[config.mk]
export PLATFORM = sky130hd
export DESIGN_NAME = pipeline_run_ctrl
export DESIGN_NICKNAME = d
export VERILOG_FILES = /design/src/rtl/pipeline_run_ctrl_pkg.sv /design/src/rtl/pipeline_run_ctrl_sat_counter.sv /design/src/rtl/pipeline_run_ctrl.sv
export SDC_FILE = /design/constraint.sdc
export NUM_CORES = 1
export LEC_CHECK = 0
export ABC_CLOCK_PERIOD_IN_PS = 2100
export CORE_ASPECT_RATIO = 0.6
export CORE_UTILIZATION = 25
export DETAILED_ROUTE_END_ITERATION = 8
export REMOVE_ABC_BUFFERS = 1
export SETUP_SLACK_MARGIN = 0.15
export SLEW_MARGIN = 20
export SYNTH_ARGS = -nofsm -noshare
export SYNTH_HDL_FRONTEND = slang
export SYNTH_SLANG_ARGS = --single-unit
[constraint.sdc]
create_clock -name clk -period 2.1 [get_ports clk]
set_input_delay 0.42 -clock clk [delete_from_list [all_inputs] [get_ports clk]]
set_output_delay 0.42 -clock clk [all_outputs]
set_load 0.02 [all_outputs]
[src/rtl/pipeline_run_ctrl_pkg.sv]
// Shared pipeline definitions: run-control state encoding and the HALT opcode
// recognised by the ID-stage decoder that drives halt_detected.
package pipeline_run_ctrl_pkg;

   localparam logic [2:0] ST_IDLE_ENC      = 3'd0;
   localparam logic [2:0] ST_RUN_ENC       = 3'd1;
   localparam logic [2:0] ST_WAIT_STEP_ENC = 3'd2;
   localparam logic [2:0] ST_STEP_ENC      = 3'd3;
   localparam logic [2:0] ST_DRAIN_ENC     = 3'd4;
   localparam logic [2:0] ST_HALTED_ENC    = 3'd5;

   typedef enum logic [2:0] {
      ST_IDLE      = ST_IDLE_ENC,
      ST_RUN       = ST_RUN_ENC,
      ST_WAIT_STEP = ST_WAIT_STEP_ENC,
      ST_STEP      = ST_STEP_ENC,
      ST_DRAIN     = ST_DRAIN_ENC,
      ST_HALTED    = ST_HALTED_ENC
   } run_state_t;

   // Primary opcode field (instr[31:26]) reserved for HALT.
   localparam logic [5:0] HALT_OPCODE = 6'b111111;

   // Used by the ID decoder to raise halt_detected.
   function automatic logic is_halt(input logic [31:0] instr);
      return (instr[31:26] == HALT_OPCODE);
   endfunction

endpackage

[src/rtl/pipeline_run_ctrl_sat_counter.sv]
// Saturating up-counter with synchronous clear; clear wins over increment.
module sat_counter #(
   parameter int B = 32
) (
   input  logic         clk,
   input  logic         reset,
   input  logic         clr,
   input  logic         inc,
   output logic [B-1:0] count
);

   // Count enabled cycles, sticking at all-ones instead of wrapping.
   always_ff @(posedge clk or posedge reset) begin
      if (reset) begin
         count <= '0;
      end else if (clr) begin
         count <= '0;
      end else if (inc && (count != {B{1'b1}})) begin
         count <= count + B'(1);
      end
   end

endmodule

[src/rtl/pipeline_run_ctrl.sv]
// Run controller for the 5-stage pipeline: continuous / single-step
// sequencing, HALT drain, and enabled-cycle counting for the debug unit.
module pipeline_run_ctrl
   import pipeline_run_ctrl_pkg::*;
#(
   parameter int B     = 32,
   parameter int DEPTH = 4
) (
   input  logic         clk,
   input  logic         reset,
   input  logic         start,
   input  logic         mode_step,
   input  logic         step_req,
   input  logic         halt_detected,
   output logic         pipe_en,
   output logic         fetch_en,
   output logic         busy,
   output logic         halted,
   output logic [B-1:0] cycle_count
);

   localparam int DCW = ($clog2(DEPTH + 1) < 1) ? 1 : $clog2(DEPTH + 1);

   run_state_t     state, state_nxt;
   logic [DCW-1:0] drain_cnt, drain_cnt_nxt;
   logic           step_req_q;
   logic           step_edge;
   logic           start_acc;

   assign step_edge = step_req & ~step_req_q;
   assign start_acc = start & ((state == ST_IDLE) || (state == ST_HALTED));

   // State, drain countdown and step_req history registers.
   always_ff @(posedge clk or posedge reset) begin
      if (reset) begin
         state      <= ST_IDLE;
         drain_cnt  <= '0;
         step_req_q <= 1'b0;
      end else begin
         state      <= state_nxt;
         drain_cnt  <= drain_cnt_nxt;
         step_req_q <= step_req;
      end
   end

   // Next-state logic; DEPTH-1 is loaded so DRAIN lasts exactly DEPTH cycles.
   always_comb begin
      state_nxt     = state;
      drain_cnt_nxt = drain_cnt;
      unique case (state)
         ST_IDLE, ST_HALTED: begin
            if (start) state_nxt = mode_step ? ST_WAIT_STEP : ST_RUN;
         end
         ST_RUN: begin
            if (halt_detected) begin
               state_nxt     = ST_DRAIN;
               drain_cnt_nxt = DCW'(DEPTH - 1);
            end
         end
         ST_WAIT_STEP: begin
            if (step_edge) state_nxt = ST_STEP;
         end
         ST_STEP: begin
            if (halt_detected) begin
               state_nxt     = ST_DRAIN;
               drain_cnt_nxt = DCW'(DEPTH - 1);
            end else begin
               state_nxt = ST_WAIT_STEP;
            end
         end
         ST_DRAIN: begin
            if (drain_cnt == '0) state_nxt = ST_HALTED;
            else drain_cnt_nxt = drain_cnt - DCW'(1);
         end
         default: begin
            state_nxt = ST_IDLE;
         end
      endcase
   end

   // Moore output decode straight from the state register.
   always_comb begin
      pipe_en  = (state == ST_RUN) || (state == ST_STEP) || (state == ST_DRAIN);
      fetch_en = (state == ST_RUN) || (state == ST_STEP);
      busy     = (state != ST_IDLE) && (state != ST_HALTED);
      halted   = (state == ST_HALTED);
   end

   sat_counter #(
      .B(B)
   ) u_cycle_cnt (
      .clk   (clk),
      .reset (reset),
      .clr   (start_acc),
      .inc   (pipe_en),
      .count (cycle_count)
   );

endmodule

# Yosys cells after proc, flatten, opt, wreduce, memory -nomap -nowiden
# Index checks and enable logic that the tools add are counted.
[totals]
register_bits = 39
in_bits = 6
out_inout_bits = 36
[op_classes]
add_sub_neg = 2
n_bitwise = 3
n_eq_ne = 13
mux = 12
reduce_logical = 14
[op_table]
columns = ["operator", "n"]
rows = [
  ["$mux 32", 2],
  ["$add 32x1->32 const B", 1],
  ["$ne 32x32->1 const B", 1],
  ["$mux 3", 7],
  ["$pmux 3 s5", 1],
  ["$ne 2x2->1 const B", 5],
  ["$eq 3x2->1 const B", 2],
  ["$eq 3x3->1 const B", 2],
  ["$logic_not 3->1", 2],
  ["$pmux 3 s2", 1],
  ["$reduce_and 4->1", 1],
  ["$reduce_bool 2->1", 2],
  ["$reduce_or 2->1", 2],
  ["$eq 3x1->1 const B", 1],
  ["$logic_or 1x1->1", 3],
  ["$ne 3x3->1 const B", 1],
  ["$reduce_and 3->1", 1],
  ["$reduce_bool 3->1", 1],
  ["$sub 3x1->3 const B", 1],
  ["$and 1x1->1", 2],
  ["$logic_and 1x1->1", 2],
  ["$mux 2", 1],
  ["$ne 2x1->1 const B", 1],
  ["$not 1->1", 1],
]

# Logic depth before layout (Yosys ltp)
[logic_depth]
depth_word = 6
depth_mapped = 8
ltp_nobuf = 8

# Cells and area by module
# Synthesis repeated with hierarchy kept, for this count alone.
[hier_totals]
cells_unflattened = 228
hier_area_um2 = 2175.8
[by_module_without_submodules]
columns = ["module", "cells_each", "instances", "area_per_inst_um2", "seq_area_each_um2"]
rows = [
  ["sat_counter", 186, 1, 1740.4, 800.8],
  ["pipeline_run_ctrl", 42, 1, 435.4, 175.2],
]

# Worst setup path before layout
# Ideal clock, no wire load.
[synth_path]
path_kind = "register to register"
from = "register state[1]"
to = "register u_cycle_cnt.count[5]"
path_stages_with_launch = 8
slack_ns = 0.166
required_time_ns = 2.023
t_arrival_ns = 1.857
setup_time_ns = 0.077
path_cell_list = "dfrtp_1 > buf_2 > or3b_4 > and2_4 > clkinv_4 > nand3_4 > or4_1 > a21oi_1"
[synth_between]
elab_chain_cells = 5
elab_cells_between_ends = 12
cone_classes = "eq/ne (4); mux (1); bitwise (1); reduce/logical (6)"
[synth_lines]
columns = ["element", "line_no", "text"]
rows = [
  ["start, declared", "pipeline_run_ctrl.sv:24", "run_state_t state, state_nxt;"],
  ["start signal, assigned", "pipeline_run_ctrl.sv:40", "state <= state_nxt;"],
  ["$eq 3x1->1 or $eq 3x2->1 (tied branches)", "pipeline_run_ctrl.sv:83", "pipe_en = (state == ST_RUN) || (state == ST_STEP) || (state == ST_DRAIN);"],
  ["$logic_or 1x1->1", "pipeline_run_ctrl.sv:83", ""],
  ["$logic_or 1x1->1 *", "pipeline_run_ctrl.sv:83", ""],
  ["named net pipe_en", "pipeline_run_ctrl.sv:15", "output logic pipe_en,"],
  ["$logic_and 1x1->1 *", "pipeline_run_ctrl_sat_counter.sv:18", "end else if (inc && (count != {B{1'b1}})) begin"],
  ["$reduce_bool 2->1 (no source line) *", "--", ""],
  ["end signal, assigned", "pipeline_run_ctrl_sat_counter.sv:19", "count <= count + B'(1);"],
  ["end, declared", "pipeline_run_ctrl_sat_counter.sv:9", "output logic [B-1:0] count"],
]
# The timed path passes the listed nets; every way through them passes the cells marked *.
# A chain may end at the register's enable or synchronous reset.

# Worst setup path after layout
[layout_path]
from = "register state[0]"
to = "register u_cycle_cnt.count[31]"
[layout_between]
elab_chain_cells = 5
elab_cells_between_ends = 12
cone_classes = "eq/ne (4); mux (1); bitwise (1); reduce/logical (6)"
[layout_lines]
columns = ["element", "line_no"]
rows = [
  ["$eq 3x1->1 or $eq 3x2->1 (tied branches)", "pipeline_run_ctrl.sv:83"],
  ["$logic_or 1x1->1 (2 in a row)", "pipeline_run_ctrl.sv:83"],
  ["$logic_and 1x1->1", "pipeline_run_ctrl_sat_counter.sv:18"],
  ["$reduce_bool 2->1 (no source line)", "--"],
]
# Parallel ways exist; a longest one is shown, timed or not.

==> results_tabular.tex <==
\begin{tabular}{lr}
\hline
Metric & Value \\
\hline
\multicolumn{2}{l}{\textbf{Synthesis}} \\
Count of distinct cell types in the synthesized netlist & 46 \\
Cell area after synthesis & 2230 sq um \\
Number of warnings issued by yosys & 0 \\
Number of enable-type register cells in the synthesized netlist & 0 \\
Share of synthesized area occupied by flip-flops and latches & 43.7\% \\
Top flip-flop cell by instance count after synthesis & sky130\_fd\_sc\_hd\_\_dfrtp\_1 \\
Register bit total from synthesis & 39 \\
Ranking of synthesized cells by area & sky130\_fd\_sc\_hd\_\_dfrtp\_1 44\%, sky130\_fd\_sc\_hd\_\_a21oi\_1 4.5\%, sky130\_fd\_sc\_hd\_\_or3\_1 4.2\% \\
Most frequent cell after synthesis & sky130\_fd\_sc\_hd\_\_dfrtp\_1 \\
Commonest cells in the netlist & 39 x sky130\_fd\_sc\_hd\_\_dfrtp\_1, 22 x sky130\_fd\_sc\_hd\_\_nand2\_1, 20 x sky130\_fd\_sc\_hd\_\_a21oi\_1 \\
Mean instance size in the synthesized netlist & 9.38 sq um \\
Post-synthesis instance total & 238 \\
Share of synthesized registers carrying an async set or reset & 100\% \\
Leading area contributor after synthesis & sky130\_fd\_sc\_hd\_\_dfrtp\_1 \\
Area share of the leading cell type in the synthesized netlist & 43.7\% \\
\multicolumn{2}{l}{\textbf{Routing}} \\
Routed length per placed instance & 15.2 um \\
Detailed-router iteration count before antenna repair & 4 \\
Vias after detailed routing & 2186 \\
Post-DR vias/cell & 5.13 \\
Post-route DRC & 0 \\
Starting DRC count in detailed routing & 90 \\
Routed Antenna Nets & 0 \\
Final wirelength & 6470 um \\
\multicolumn{2}{l}{\textbf{Floorplanning}} \\
Total Die Area & 9330 sq um \\
Top-Level Pins & 42 \\
Die width & 124 um \\
Total core area & 8590 sq um \\
Initial Util & 26.0\% \\
Die height & 75.2 um \\
Row cnt & 26 \\
\multicolumn{2}{l}{\textbf{Clocking}} \\
Clock transition at path regs & 0.06 ns \\
TritonCTS clock tree & yes \\
TritonCTS buffer count & 5 \\
Buffer levels on the longest clock path & 2 \\
Clock latency reported for the late side of the worst-skew pair & 0.29 ns \\
Num Clock Sinks & 39 \\
Htree depth & 2 \\
CTS Root Cell & sky130\_fd\_sc\_hd\_\_clkbuf\_16 \\
\multicolumn{2}{l}{\textbf{STA}} \\
Worst hold slack & 0.515 ns \\
Count of endpoints failing hold in the final timing report & 0 \\
Final number of max-transition violations & 0 \\
Total Neg Setup Slack & 0 ns \\
Worst slew margin relative to its limit & 64.7\% \\
Final Critical Period & 2.01 ns \\
Post-route clock period utilization & 95.5\% \\
Count of final setup violators & 0 \\
Worst Clk Skew & 0.00568 ns \\
Setup repair after global routing missed its margin & yes \\
Transition time at the pin with the least slew margin & 0.529 ns \\
FMAX & 498 MHz \\
\multicolumn{2}{l}{\textbf{Power and ir drop}} \\
Proportion of power drawn by flip-flops and latches & 32.4\% \\
Pleak & 0.00129 uW \\
Maximum resistive drop on vdd & 0.320 mV \\
Net switching power & 978 uW \\
Power density cells & 839 nW/um\^{}2 \\
Sw frac & 35.7\% \\
Power share of the clock group & 29.5\% \\
Pint & 1770 uW \\
Portion of total power attributed to combinational logic & 38.1\% \\
\multicolumn{2}{l}{\textbf{Global routing}} \\
Total gr overflow & 0 \\
Met1 usage in global routing & 21.1\% \\
Pin count of the biggest net entering global routing & 40 \\
Wire length of the first global-routing pass & 9850 um \\
Number of global-route vias before repair & 1950 \\
Met3 Resource Use GR & 4.09\% \\
GRT Max-Usage Layer & met1 \\
Global Route Usage Sum & 14.3\% \\
Initial antenna violation count & 0 \\
Met2 Use GR & 19.8\% \\
\multicolumn{2}{l}{\textbf{Layout}} \\
Layout filler cell count & 869 \\
Area delta synth->final & 46.5\% \\
Total Nets Final & 322 \\
Antenna Diode Count & 0 \\
Share of cells above drive strength 1 & 25.2\% \\
\multicolumn{2}{l}{\textbf{Worst setup path}} \\
Worst setup SP type & flip-flop \\
Req. time, crit path & 2.32 ns \\
Delay of the slowest critical-path stage & 0.43 ns \\
CP max stage cell & sky130\_fd\_sc\_hd\_\_or4\_4 \\
Cell chain of the critical path & or3b\_4 -> buf\_6 -> a21oi\_4 -> buf\_6 -> o211ai\_4 -> or4\_4 -> a21oi\_2 \\
Most frequent cell on the critical path & sky130\_fd\_sc\_hd\_\_buf\_6 \\
Classification of the worst setup path & flip-flop to flip-flop \\
Largest fanout on the critical path & 6 \\
CP arrival & 2.23 ns \\
Start of the worst register-to-register path & state[0]\$\_DFFE\_PP0P\_ \\
First element of the critical path & state[0]\$\_DFFE\_PP0P\_ \\
Kind of end point of the critical path & flip-flop \\
\multicolumn{2}{l}{\textbf{Place}} \\
Estimated wirelength of the detail-placed design & 4350 um \\
Count of input and output buffers & 41 \\
Final RePlAce weighted congestion & 0.828 \\
\multicolumn{2}{l}{\textbf{Worst hold path}} \\
Hold crit path type & flip-flop to flip-flop \\
Worst Hold Launch & u\_cycle\_cnt.count[24]\$\_DFFE\_PP0P\_ \\
\multicolumn{2}{l}{\textbf{Status}} \\
Outcome & finished clean \\
\multicolumn{2}{l}{\textbf{Job}} \\
Count of max-cap constraint violations & 0 \\
\hline
\end{tabular}
==> state kept, by name, indices dropped and copies added, names as in the netlist <==
signal and cells:
drain_cnt 3, state 3, step_req_q 1, u_cycle_cnt.count 32
==> worst max-delay path: cells and delay by family (launching register included) <==
kind / cells / cell delay (ns)
buffers and inverters: 2 / 0.28
AND/OR/NAND/NOR: 2 / 0.83
AO/OA/AOI/OAI: 3 / 0.44
flip-flops: 1 / 0.38
==> power groups by stage <==
stage               clock, uW  sequential, uW  combinational [uW]
global route              861             898                1130
CTS                       825             888                 994
global placement            0             900                 948
finish                    809             891                1050
detailed placement          0             904                 964
floorplan                   0             970                 494
==> cells by family (layout without fill, tap and decap cells) <==
| group | Yosys count | in the layout | synth area share (%) |
|---|---|---|---|
| xor+xnor | 3 | 3 | 1.18 |
| fa+ha+maj | 3 | 3 | 1.68 |
| compound gates | 68 | 69 | 21.0 |
| buf+inv | 22 | 97 | 4.54 |
| flops | 39 | 39 | 43.7 |
| simple gates | 98 | 98 | 25.7 |
| mux | 5 | 5 | 2.24 |
==> per-stage QoR <==
stage,util (%),total power (uW),setup slack (ns),std cells,instance area [sq um]
6_report,38.1,2740,0.0937,426,3270
4_1_cts,36.6,2710,0.0389,417,3140
3_5_place_dp,33.7,1870,-0.00807,403,2890
2_1_floorplan,-,1460,-0.115,230,2190
5_1_grt,38.1,2890,0.0356,426,3270
3_3_place_gp,33.7,1850,0.0487,403,2890
==> layer usage <==
| metal | share of wire, % | wire length (um) |
|---|---|---|
| met3 | 5.7 | 369 |
| met4 | 1.1 | 70 |
| met2 | 42 | 2700 |
| met1 | 51 | 3330 |
| met5 | 0 | 0 |
==> cell usage in the layout (no fill, tap or decap), types with 2 or more instances in the layout <==
| cell type | instances |
|---|---|
| sky130_fd_sc_hd__nor3b_1 | 2 |
| sky130_fd_sc_hd__buf_6 | 2 |
| sky130_fd_sc_hd__o2111ai_4 | 2 |
| sky130_fd_sc_hd__o21ai_0 | 17 |
| sky130_fd_sc_hd__and4_1 | 4 |
| sky130_fd_sc_hd__ha_1 | 3 |
| sky130_fd_sc_hd__clkbuf_8 | 2 |
| sky130_fd_sc_hd__dfrtp_1 | 38 |
| sky130_fd_sc_hd__nand4_4 | 2 |
| sky130_fd_sc_hd__clkdlybuf4s50_1 | 37 |
| sky130_fd_sc_hd__nand4_1 | 5 |
| sky130_fd_sc_hd__clkbuf_16 | 5 |
| sky130_fd_sc_hd__nand3_1 | 13 |
| sky130_fd_sc_hd__nand2_1 | 22 |
| sky130_fd_sc_hd__a21oi_2 | 9 |
| sky130_fd_sc_hd__o41ai_1 | 2 |
| sky130_fd_sc_hd__a31oi_1 | 2 |
| sky130_fd_sc_hd__nor3_1 | 3 |
| sky130_fd_sc_hd__nor2b_2 | 2 |
| sky130_fd_sc_hd__xnor2_1 | 2 |
| sky130_fd_sc_hd__o31ai_1 | 7 |
| sky130_fd_sc_hd__and2_1 | 5 |
| sky130_fd_sc_hd__or3_4 | 3 |
| sky130_fd_sc_hd__o211ai_1 | 9 |
| sky130_fd_sc_hd__or2_2 | 3 |
| sky130_fd_sc_hd__inv_1 | 13 |
| sky130_fd_sc_hd__nor2_1 | 8 |
| sky130_fd_sc_hd__or4_1 | 4 |
| sky130_fd_sc_hd__clkbuf_2 | 3 |
| sky130_fd_sc_hd__a21oi_1 | 11 |
| sky130_fd_sc_hd__or3_1 | 12 |
| sky130_fd_sc_hd__buf_4 | 32 |
| sky130_fd_sc_hd__o311ai_0 | 2 |
| sky130_fd_sc_hd__mux2i_1 | 5 |
==> cell type report <==
| cell class | count | area (sq um) | share of cell area [%] |
|---|---|---|---|
| Sequential cell | 39 | 977 | 29.9 |
| Tap cell | 112 | 140 | 4.28 |
| Inverter | 14 | 57.6 | 1.76 |
| Timing Repair Buffer | 75 | 657 | 20.1 |
| Multi-Input combinational cell | 178 | 1280 | 39.2 |
| Clock buffer | 8 | 156 | 4.78 |
==> worst paths after layout <==
check	end	slack [ns]	cells after the start
min	u_cycle_cnt.count[24]$_DFFE_PP0P_	0.51	1
min reg2reg	u_cycle_cnt.count[24]$_DFFE_PP0P_	0.51	1
max in group asynchronous	u_cycle_cnt.count[25]$_DFFE_PP0P_	1.13	3
max	u_cycle_cnt.count[31]$_DFFE_PP0P_	0.09	7
min in group asynchronous	step_req_q$_DFF_PP0_	0.57	3
max reg2reg	u_cycle_cnt.count[31]$_DFFE_PP0P_	0.09	7
==> what timing repair did <==
action,4_1_cts,5_1_grt
hold buffers,0,0
pin swaps,10,9
hold endpoints to repair,0,0
cloned,1,0
endpoints found under the setup margin,21,33
resized for setup,12,25
setup buffers,5,9
Power figures use the tool's default switching activity.
